### src/rtl/vc_ingress_pkg.sv
// Shared constants for the VC ingress path: word width, VC encoding and FIFO sizing.
// Reused by the downstream arbiter and the D0/D1 output FIFOs.
package vc_ingress_pkg;

  localparam int DATA_WIDTH = 6;
  localparam int ADDR_WIDTH = 4;
  localparam int VC_SEL_BIT = 4;
  localparam int AF_MARGIN  = 2;
  localparam int FIFO_DEPTH = 2 ** ADDR_WIDTH;

  typedef enum logic {
    VC0 = 1'b0,
    VC1 = 1'b1
  } vc_e;

endpackage : vc_ingress_pkg

### src/rtl/vc_ingress_fifo.sv
// First-word-fall-through sync FIFO for one virtual channel, with almost-full
// decode and a sticky overflow/underflow error flag.
module vc_fifo
  import vc_ingress_pkg::*;
#(
  parameter int DW        = DATA_WIDTH,
  parameter int AW        = ADDR_WIDTH,
  parameter int AF_MARGIN = vc_ingress_pkg::AF_MARGIN
) (
  input  logic          clk,
  input  logic          reset_L,
  input  logic          push_i,
  input  logic          pop_i,
  input  logic [DW-1:0] data_i,
  output logic [DW-1:0] data_o,
  output logic          empty_o,
  output logic          almost_full_o,
  output logic          error_o
);

  localparam int DEPTH = 2 ** AW;

  logic [DW-1:0] mem [DEPTH];
  logic [AW-1:0] wrPtr_q, wrPtr_d;
  logic [AW-1:0] rdPtr_q, rdPtr_d;
  logic [AW:0]   count_q, count_d;
  logic          error_q, error_d;
  logic          full, empty, doPush, doPop;

  assign full  = (count_q == (AW+1)'(DEPTH));
  assign empty = (count_q == '0);

  // A pop on a full FIFO frees the slot the concurrent push lands in.
  assign doPop  = pop_i & ~empty;
  assign doPush = push_i & (~full | doPop);

  always_comb begin
    wrPtr_d = wrPtr_q;
    rdPtr_d = rdPtr_q;
    count_d = count_q;
    error_d = error_q | (push_i & full & ~pop_i) | (pop_i & empty);
    if (doPush) wrPtr_d = wrPtr_q + AW'(1);
    if (doPop)  rdPtr_d = rdPtr_q + AW'(1);
    unique case ({doPush, doPop})
      2'b10:   count_d = count_q + (AW+1)'(1);
      2'b01:   count_d = count_q - (AW+1)'(1);
      default: count_d = count_q;
    endcase
  end

  always_ff @(posedge clk) begin
    if (!reset_L) begin
      wrPtr_q <= '0;
      rdPtr_q <= '0;
      count_q <= '0;
      error_q <= 1'b0;
    end else begin
      wrPtr_q <= wrPtr_d;
      rdPtr_q <= rdPtr_d;
      count_q <= count_d;
      error_q <= error_d;
    end
  end

  // Storage is not reset; the pointers alone define which entries are live.
  always_ff @(posedge clk) begin
    if (reset_L && doPush) mem[wrPtr_q] <= data_i;
  end

  assign data_o        = empty ? '0 : mem[rdPtr_q];
  assign empty_o       = empty;
  assign almost_full_o = (count_q >= (AW+1)'(DEPTH - AF_MARGIN));
  assign error_o       = error_q;

endmodule : vc_fifo

### src/rtl/vc_ingress.sv
// Ingress stage: steers each source word into VC0 or VC1 by its class bit and
// buffers each class in its own FIFO, pausing the source when either nears full.
module vc_ingress
  import vc_ingress_pkg::*;
#(
  parameter int DW         = DATA_WIDTH,
  parameter int AW         = ADDR_WIDTH,
  parameter int SEL_BIT    = VC_SEL_BIT,
  parameter int AF_MARGIN  = vc_ingress_pkg::AF_MARGIN
) (
  input  logic          clk,
  input  logic          reset_L,
  input  logic [DW-1:0] data_in,
  input  logic          valid_in,
  input  logic          pop_VC0_fifo,
  input  logic          pop_VC1_fifo,
  output logic [DW-1:0] data_out_VC0,
  output logic [DW-1:0] data_out_VC1,
  output logic          empty_fifo_VC0,
  output logic          empty_fifo_VC1,
  output logic          almost_full_VC0,
  output logic          almost_full_VC1,
  output logic          pause_out,
  output logic          error_VC0,
  output logic          error_VC1
);

  vc_e  vcSel;
  logic pushVc0, pushVc1;

  assign vcSel   = vc_e'(data_in[SEL_BIT]);
  assign pushVc0 = valid_in & (vcSel == VC0);
  assign pushVc1 = valid_in & (vcSel == VC1);

  vc_fifo #(.DW(DW), .AW(AW), .AF_MARGIN(AF_MARGIN)) u_fifoVc0 (
    .clk           (clk),
    .reset_L       (reset_L),
    .push_i        (pushVc0),
    .pop_i         (pop_VC0_fifo),
    .data_i        (data_in),
    .data_o        (data_out_VC0),
    .empty_o       (empty_fifo_VC0),
    .almost_full_o (almost_full_VC0),
    .error_o       (error_VC0)
  );

  vc_fifo #(.DW(DW), .AW(AW), .AF_MARGIN(AF_MARGIN)) u_fifoVc1 (
    .clk           (clk),
    .reset_L       (reset_L),
    .push_i        (pushVc1),
    .pop_i         (pop_VC1_fifo),
    .data_i        (data_in),
    .data_o        (data_out_VC1),
    .empty_o       (empty_fifo_VC1),
    .almost_full_o (almost_full_VC1),
    .error_o       (error_VC1)
  );

  assign pause_out = almost_full_VC0 | almost_full_VC1;

endmodule : vc_ingress

### config.mk
export PLATFORM = sky130hd
export DESIGN_NAME = vc_ingress
export DESIGN_NICKNAME = d
export VERILOG_FILES = /design/src/rtl/vc_ingress_pkg.sv /design/src/rtl/vc_ingress_fifo.sv /design/src/rtl/vc_ingress.sv
export SDC_FILE = /design/constraint.sdc
export NUM_CORES = 1
export LEC_CHECK = 0
export BUFFER_PORTS_ARGS = -buffer_cell sky130_fd_sc_hd__buf_2
export CORE_ASPECT_RATIO = 0.6
export CORE_MARGIN = 2
export CORE_UTILIZATION = 59
export CTS_CLUSTER_SIZE = 12
export DETAILED_ROUTE_END_ITERATION = 12
export PLACE_DENSITY = 0.84
export SYNTH_ARGS = -nofsm -noshare
export SYNTH_HDL_FRONTEND = slang
export SYNTH_SLANG_ARGS = --single-unit
### constraint.sdc
create_clock -name clk -period 8.8 [get_ports clk]
set_input_delay 1.32 -clock clk [delete_from_list [all_inputs] [get_ports clk]]
set_output_delay 1.32 -clock clk [all_outputs]
set_load 0.03 [all_outputs]
# Yosys cells after proc, flatten, opt, wreduce, memory -nomap -nowiden
# Memory sizes are Yosys's and may differ from the RTL's. A register that Yosys moved wholly into a read port is not among the register bits.
# Index checks and enable logic that the tools add are counted.
op_classes:
  add_sub_neg: 8
  magnitude_cmp: 2
  eq_ne: 6
  n_mux: 12
  n_bitwise: 26
  n_reduce_logical: 6
op_table:
  columns: ["op", "n"]
  rows:
  - ["one-hot mux 5 bit (2 select lines)", 2]
  - ["adder 4 x 1 -> 4 bit, second input constant", 4]
  - ["2-to-1 mux 4 bit", 4]
  - ["AND 1 bit", 12]
  - ["2-to-1 mux 6 bit", 2]
  - ["adder 5 x 1 -> 5 bit, second input constant", 2]
  - ["== test 5 bit, second input constant", 2]
  - ["greater-or-equal comparator 5 x 4 -> 1 bit, second input constant", 2]
  - ["zero test 5 bit", 2]
  - ["subtractor 5 x 1 -> 5 bit, second input constant", 2]
  - ["inverter 1 bit", 7]
  - ["bitwise OR 1 bit", 7]
  - ["== test 2 x 1 -> 1 bit, second input constant", 2]
  - ["== test 2 bit, second input constant", 2]
  - ["2-to-1 mux 1 bit", 4]
  - ["nonzero test 2 bit", 2]
  - ["logical AND 1 bit", 2]
word_totals:
  register_bits: 28
  ramBits: 192
  input_bits: 11
  output_inout_bits: 19
  elab_cells: 70
  mem_count: 2
mem_list:
  columns: ["name", "depth", "width", "rd", "rd_clocked_by_memory_dff", "wr", "line", "rtl"]
  rows:
  - ["u_fifoVc0.mem", 16, 6, 1, 1, 1, "vc_ingress_fifo.sv:23", "logic [DW-1:0] mem [DEPTH];"]
  - ["u_fifoVc1.mem", 16, 6, 1, 1, 1, "vc_ingress_fifo.sv:23", null]

# Logic depth before layout (Yosys ltp)
# Gate-level depths: netlist of the first run.
depth:
  ltp_word: 8
  mapped_depth: 14
  depth_no_buf: 10

# Hierarchy
# Synthesis of the first run repeated with hierarchy kept, for this count alone.
unflattened:
  hier_cells: 555
  area_unflattened_um2: 9427.8
by_module_without_submodules:
  columns: ["module", "n_inst", "cells_each", "area_per_inst_um2", "seq_area_each_um2"]
  rows:
  - ["vc_fifo at u_fifoVc0", 1, 278, 4722.0, 3243.1]
  - ["vc_fifo at u_fifoVc1", 1, 274, 4683.2, 3243.1]
  - ["vc_ingress", 1, 3, 22.5, 0.0]

# Least setup slack after synthesis of the first run
# Ideal clock, no wire load.
synth_path:
  path_kind: "in2reg"
  from: "input valid_in"
  to: "register u_fifoVc0.count_q[4]"
  setup_ns: 0.064
  arrival_ns: 3.410
  required_ns: 8.736
  setup_slack_ns: 5.326
  cell_stages: 12
  n_path_buf: 2
  cell_sequence: "nor2b_1 -> o31a_1 -> buf_2 -> inv_1 -> ha_1 -> clkbuf_1 -> xor2_1 -> ha_1 -> nor2_1 -> nor4bb_1 -> or4b_1 -> nand4_1"
synth_via:
  elab_chain_cells: 4
  elab_cells_between_ends: 6
  cone_classes: "eq/ne (2); mux (1); bitwise (2); reduce/logical (1)"
synth_rtl:
  columns: ["element", "line", "rtl"]
  rows:
  - ["start: declaration", "vc_ingress.sv:14", "input logic valid_in,"]
  - ["AND 1 bit (*)", "vc_ingress.sv:32", "assign pushVc0 = valid_in & (vcSel == VC0);"]
  - ["AND 1 bit (*)", "vc_ingress_fifo.sv:35", "assign doPush = push_i & (~full | doPop);"]
  - ["== test 2 x 1 -> 1 bit / == test 2 bit (equally long branches)", "vc_ingress_fifo.sv:44", "unique case ({doPush, doPop})"]
  - ["one-hot mux 5 bit (2 select lines) / nonzero test 2 bit (equally long branches)", null, null]
  - ["end signal: assignment", "vc_ingress_fifo.sv:60", "count_q <= count_d;"]
  - ["end: declaration", "vc_ingress_fifo.sv:26", "logic [AW:0] count_q, count_d;"]
# Mark *: on every way between the ends. The rest lies on a longest branch, timed or not.
# A chain may end at the register's enable or synchronous reset.

==> results of run 1 <==
-- per-stage QoR --
step / area, µm² / setup slack (ns) / power (W) / std cells / hold WS [ns]
floorplan: 9550 / 5.33 / 0.00185 / 574 / 0.475
global placement: 9810 / 4.79 / 0.00201 / 773 / 0.445
detailed placement: 9810 / 4.53 / 0.00204 / 773 / 0.454
CTS: 10500 / 4.64 / 0.00289 / 813 / 0.468
global route: 10500 / 4.48 / 0.00300 / 813 / 0.508
finish: 10500 / 4.64 / 0.00288 / 813 / 0.469
-- path summary, 6_finish.rpt --
path / end / slack [ns] / cells past startpoint
setup / recovery: data_out_VC1[2] / 4.64 / 5
hold reg to reg: u_fifoVc0.error_o$_SDFF_PN0_ / 0.47 / 1
hold / removal: u_fifoVc0.error_o$_SDFF_PN0_ / 0.47 / 1
setup reg to reg: u_fifoVc1.count_q[2]$_SDFFE_PN0P_ / 5.58 / 10
-- kinds of logic after synthesis --
logic type	count (synthesis)	synth area share (%)
DFF	228	67.9
and+or+nand+nor	135	7.73
muxes	71	13.7
AOI/OAI and AO/OA	60	4.86
buffers and inverters	49	2.27
adders and majority gates	17	2.23
xor gates and xnor gates	14	1.28
-- synth_stat cells (all sizes together) (2+ instances only) --
cell	n	area [µm²]
and2	12	75.1
xor2	4	35.0
nor2	37	139
o21a	5	37.5
o21ai	7	42.5
or3	3	18.8
a21boi	2	15.0
o31a	2	17.5
ha	17	213
nand3	12	60.1
or4	2	18.8
nor4bb	3	30.0
nor2b	19	119
a21oi	5	25.0
nand4	3	18.8
nand2	14	52.6
nand2b	11	68.8
dfxtp	36	721
o211ai	5	37.5
nor3	7	35.0
a32oi	3	26.3
nand3b	3	22.5
mux4	48	1080
nand4b	2	17.5
clkbuf	20	76.3
a211oi	24	180
inv	12	45.0
mux2i	22	220
buf	17	95.1
xnor2	10	87.6
nor4b	3	26.3
edfxtp	192	5770
-- cell type report --
class                           instances  area (µm²)  share of cell area, %
Inverter                               12        45.0                  0.431
Tap cell                              203         254                   2.43
Sequential cell                       228        6490                   62.1
Multi-Input combinational cell        297        2850                   27.3
Timing Repair Buffer                   33         175                   1.68
Clock buffer                           40         639                   6.12
-- metal layers --
| metal | vias up | share of wire, % | global-route usage, % |
|---|---|---|---|
| met1 | 2564 | 43 | 31.6 |
| met3 | 32 | 7.2 | 4.18 |
| met2 | 241 | 48 | 36.3 |
| met4 | 0 | 1.8 | 5.70 |
| li1 | 2285 | - | - |
| met5 | - | 0 | 0 |
-- worst reg2reg max path: cells and delay by family, from the launching register on --
family          cells  cell delay, ns
simple gates        2            0.95
compound gates      3            0.81
fa+ha+maj           2            0.53
flops               1            0.41
xor+xnor            2            0.32
buf+inv             1            0.13
-- power groups by stage --
stage	Combinational, W	Sequential [W]	Clock [W]
detailed placement	0.000751	0.00129	0
CTS	0.000757	0.00126	0.000869
global placement	0.000727	0.00128	0
finish	0.000758	0.00127	0.000860
floorplan	0.000591	0.00126	0
global route	0.000814	0.00127	0.000910
-- state kept, by name, summed over array words and instances, names as in the netlist, named ones only --
| signal | flops |
|---|---|
| u_fifoVc0.mem | 96 |
| u_fifoVc1.error_o | 1 |
| u_fifoVc0.error_o | 1 |
| u_fifoVc1.mem | 96 |
| u_fifoVc0.wrPtr_q | 4 |
| u_fifoVc0.count_q | 5 |
| u_fifoVc1.count_q | 5 |
| u_fifoVc1.wrPtr_q | 4 |
| u_fifoVc1.rdPtr_q | 4 |
| u_fifoVc0.rdPtr_q | 4 |
==> impl_metrics.env, run 1 <==
export IMPL_hold_class="flip-flop to flip-flop"
export IMPL_cts_sinks=228
export IMPL_cts_tree="yes"
export IMPL_maxSlewViolCount=0
export IMPL_crit_required_ns=7.48
export IMPL_fmax_mhz=240
export IMPL_power_internal_w=0.00199
export IMPL_yosys_warnings=0
export IMPL_min_delay_start="u_fifoVc0.error_o$_SDFF_PN0_"
export IMPL_cts_resized=0
export IMPL_die_x_um=168
export IMPL_io_pin_count=30
export IMPL_synth_yosys_seq_area_share_pct=67.9
export IMPL_rows=35
export IMPL_p_leak_nw=3.33
export IMPL_ir_worst_vdd_mv=0.234
export IMPL_cts_hold_buf=0
export IMPL_pwr_density_cell_nw_per_um2=276
export IMPL_clk_pin_slew_worst_paths_ns=0.06
export IMPL_portBuffers=29
export IMPL_syn_instance_count=574
export IMPL_n_antenna_cell=0
export IMPL_cts_path_max_buffers=3
export IMPL_cpMostUsedCell="a211oi_1"
export IMPL_crit_type="flip-flop to output port"
export IMPL_setup_viol=0
export IMPL_drt_initial_drc_count=744
export IMPL_seq_power_share_pct=43.9
export IMPL_htree_levels=1
export IMPL_ys_seq_elements=228
export IMPL_postSynthAreaPerCell_um2=16.6
export IMPL_clock_skew_ns=0.00650
export IMPL_post_route_period_util_pct=47.3
export IMPL_max_slew_margin_pct=32.1
export IMPL_finalWirelength_mm=18.2
export IMPL_antenna_found_initial=0
export IMPL_cp_slowest_cell="dfxtp_1"
export IMPL_drive_above_1_share_pct=18.5
export IMPL_worst_path_max_fanout=18
export IMPL_vias=5122
export IMPL_maxCapViolCount=0
export IMPL_synth_nets=602
export IMPL_final_core_util_pct=67.0
export IMPL_p_clk_share_pct=29.8
export IMPL_nFillCells=996
export IMPL_cp_start_kind="flip-flop"
export IMPL_first_global_vias=5109
export IMPL_hold_viol=0
export IMPL_die_area_um2=17300
export IMPL_cp_end_kind="output port"
export IMPL_via_per_inst=6.30
export IMPL_clk_latency_ns=0.50
export IMPL_tightest_slew_ns=1.01
export IMPL_overflow=0
export IMPL_coreArea_um2=15600
export IMPL_rsz0062_at_grt="false"
export IMPL_gp_congestion=0.830
export IMPL_p_comb_share_pct=26.3
export IMPL_switching_share_pct=31.0
export IMPL_die_h_um=103
export IMPL_finalNetCount=622
export IMPL_initial_utilization_pct=61.3
export IMPL_wire_per_inst_um=22.4
export IMPL_area_growth_pct=9.39
export IMPL_fin_tns_setup_ns=0
export IMPL_path_cells="mux4_2 > nor2b_1 > a211oi_1 > a211oi_1 > buf_2"
export IMPL_worstPathBufferInverterCount=1
export IMPL_dp_hpwl_mm=11.4
export IMPL_grt_pass1_wl_mm=28.4
export IMPL_layout_common_cells="edfxtp_1 (192), mux4_2 (48), nor2_1 (37)"
export IMPL_switching_power_w=0.000895
export IMPL_grt_start_max_net_pins=52
export IMPL_outcome="completed"
export IMPL_synth_cell_types=49
export IMPL_drc=0
export IMPL_worstPathArrival_ns=2.84
export IMPL_max_stage_delay_ns=0.94
export IMPL_synthFlopType="edfxtp_1"
export IMPL_cts_buffers=22
export IMPL_synthArstFlopShare_pct=0
export IMPL_synth_area_um2=9550
export IMPL_firstDrtPassIters=5
export IMPL_r2r_start="u_fifoVc1.count_q[1]$_SDFFE_PN0P_"
export IMPL_post_cts_setup_buffers=0
export IMPL_critPathTopFamily="flip-flops"
export IMPL_final_antenna_net_count=0
export IMPL_ctsRootBufferMaster="clkbuf_16"
export IMPL_synth_edf_count=192
export IMPL_finalCriticalPeriod_ns=4.16
export IMPL_track_usage_pct=22.1
export IMPL_final_common_cell="edfxtp_1"
Power figures use the tool's default switching activity.
==> run 2: changes to the inputs <==
--- a/config.mk
+++ b/config.mk
@@ -8,7 +8,7 @@
 export BUFFER_PORTS_ARGS = -buffer_cell sky130_fd_sc_hd__buf_2
 export CORE_ASPECT_RATIO = 0.6
 export CORE_MARGIN = 2
-export CORE_UTILIZATION = 59
+export CORE_UTILIZATION = 56
 export CTS_CLUSTER_SIZE = 12
 export DETAILED_ROUTE_END_ITERATION = 12
 export PLACE_DENSITY = 0.84
==> constraint.sdc (replaced) <==
create_clock -name clk -period 3.47 [get_ports clk]
set_input_delay 0.5205 -clock clk [delete_from_list [all_inputs] [get_ports clk]]
set_output_delay 0.5205 -clock clk [all_outputs]
set_load 0.03 [all_outputs]
==> run 2 against run 1 <==
  * Hold slack got worse by 0.041 ns
  * Clock skew grew 0.0030 ns
  * Critical path depth stayed put
  * Via count grew 1.1%
  * Clock power grew to 2.6 times the previous value
  * Non-clock buffer count up 10
  * Cell count grew 4.4%
  * Die area rose by 5.2%
  * Design area increased by 1.2%
  * Largest power group unchanged
  * Global-route usage shrank 1.4 points
  * Count of clock-buffer cells in the layout down 1
  * Routed wire length shrank 0.75%
==> impl_metrics.env, run 2 (synthesis gave the netlist of run 1 again) <==
export IMPL_reg_top3="u_fifoVc0.mem (96), u_fifoVc1.mem (96)"
export IMPL_coreArea_um2=16400
export IMPL_dp_hpwl_mm=11.6
export IMPL_rows=36
export IMPL_cp_end_kind="output port"
export IMPL_maxSlewViolCount=0
export IMPL_p_leak_nw=3.40
export IMPL_finalNetCount=633
export IMPL_hold_class="primary input to flip-flop"
export IMPL_cts_resized=0
export IMPL_worst_path_max_fanout=11
export IMPL_post_route_period_util_pct=96.2
export IMPL_cts_hold_buf=0
export IMPL_die_x_um=173
export IMPL_final_antenna_net_count=0
export IMPL_rsz0062_at_grt="false"
export IMPL_finalCriticalPeriod_ns=3.34
export IMPL_outcome="completed"
export IMPL_drc=0
export IMPL_ir_worst_vdd_mv=0.448
export IMPL_overflow=0
export IMPL_clk_latency_ns=0.50
export IMPL_clock_skew_ns=0.00952
export IMPL_ctsRootBufferMaster="clkbuf_16"
export IMPL_cts_tree="yes"
export IMPL_clk_pin_slew_worst_paths_ns=0.06
export IMPL_finalWirelength_mm=18.0
export IMPL_layout_common_cells="edfxtp_1 (192), mux4_2 (48), nor2_1 (37)"
export IMPL_crit_required_ns=2.95
export IMPL_crit_type="flip-flop to output port"
export IMPL_firstDrtPassIters=6
export IMPL_final_common_cell="edfxtp_1"
export IMPL_initial_utilization_pct=58.1
export IMPL_area_growth_pct=10.7
export IMPL_gp_congestion=0.832
export IMPL_pwr_density_cell_nw_per_um2=692
export IMPL_wire_per_inst_um=21.3
export IMPL_cts_path_max_buffers=3
export IMPL_cp_start_kind="flip-flop"
export IMPL_min_delay_start="reset_L"
export IMPL_via_per_inst=6.10
export IMPL_max_slew_margin_pct=32.4
export IMPL_worstPathArrival_ns=2.82
export IMPL_maxCapViolCount=0
export IMPL_tightest_slew_ns=1.01
export IMPL_vias=5178
export IMPL_r2r_start="u_fifoVc0.count_q[1]$_SDFFE_PN0P_"
export IMPL_grt_start_max_net_pins=38
export IMPL_fmax_mhz=300
export IMPL_die_h_um=105
export IMPL_setup_viol=0
export IMPL_grt_pass1_wl_mm=28.9
export IMPL_htree_levels=1
export IMPL_drt_initial_drc_count=681
export IMPL_fin_tns_setup_ns=0
export IMPL_first_global_vias=5192
export IMPL_cts_sinks=228
export IMPL_drive_above_1_share_pct=20.1
export IMPL_antenna_found_initial=0
export IMPL_cts_buffers=23
export IMPL_hold_viol=0
export IMPL_track_usage_pct=20.7
export IMPL_final_core_util_pct=64.3
export IMPL_die_area_um2=18200
export IMPL_post_cts_setup_buffers=0
export IMPL_nFillCells=1096
export IMPL_io_pin_count=30
export IMPL_n_antenna_cell=0
export IMPL_portBuffers=29
[run 2: where the power goes]
part           total (W)  internal (W)  switching, W  leakage (nW)
Clock            0.00221       0.00126      0.000952         0.314
Sequential       0.00323       0.00307      0.000157          2.02
Combinational    0.00188      0.000752       0.00113          1.06
[run 2: area by class of cell]
| type | count | area (µm²) | area share [%] |
|---|---|---|---|
| tap | 228 | 285 | 2.70 |
| clock buffer | 39 | 646 | 6.11 |
| timing repair buffer | 43 | 250 | 2.37 |
| sequential | 228 | 6490 | 61.3 |
| inverter | 12 | 45.0 | 0.426 |
| multi-input combinational | 297 | 2850 | 27.0 |
| clock inverter | 2 | 12.5 | 0.118 |
[run 2: worst max-delay path, cell delays in order (launching register included)]
cell and delay (ns):
dfxtp_1 0.76, mux4_2 0.60, nor2b_1 0.15, a211oi_1 0.49
a211oi_1 0.10, buf_2 0.21
[run 2: metrics by stage]
stage	cell area, µm²	hold WS [ns]	std cells	setup slack, ns	power (W)
after floorplan	9550	0.475	574	0.446	0.00470
after global placement	9920	0.448	808	0.537	0.00510
after detailed placement	9920	0.454	808	0.344	0.00516
after CTS	10600	0.414	849	0.164	0.00736
after global routing	10600	0.426	849	0.0295	0.00764
final	10600	0.428	849	0.132	0.00732
[run 2: worst paths after layout]
kind | slack (ns) | end | cells past startpoint
hold / removal | 0.43 | u_fifoVc1.count_q[1]$_SDFFE_PN0P_ | 2
setup reg to reg | 0.29 | u_fifoVc0.count_q[4]$_SDFFE_PN0P_ | 10
hold reg to reg | 0.47 | u_fifoVc0.error_o$_SDFF_PN0_ | 1
setup / recovery | 0.13 | data_out_VC1[5] | 5
[run 2: per-layer routing]
metal / GRT usage, % / vias to the layer above / part of all wire, %
met5: 0 / - / 0
met4: 4.95 / 0 / 2.0
met3: 3.86 / 38 / 7.7
met2: 33.9 / 221 / 48
met1: 29.1 / 2620 / 43
li1: - / 2299 / -
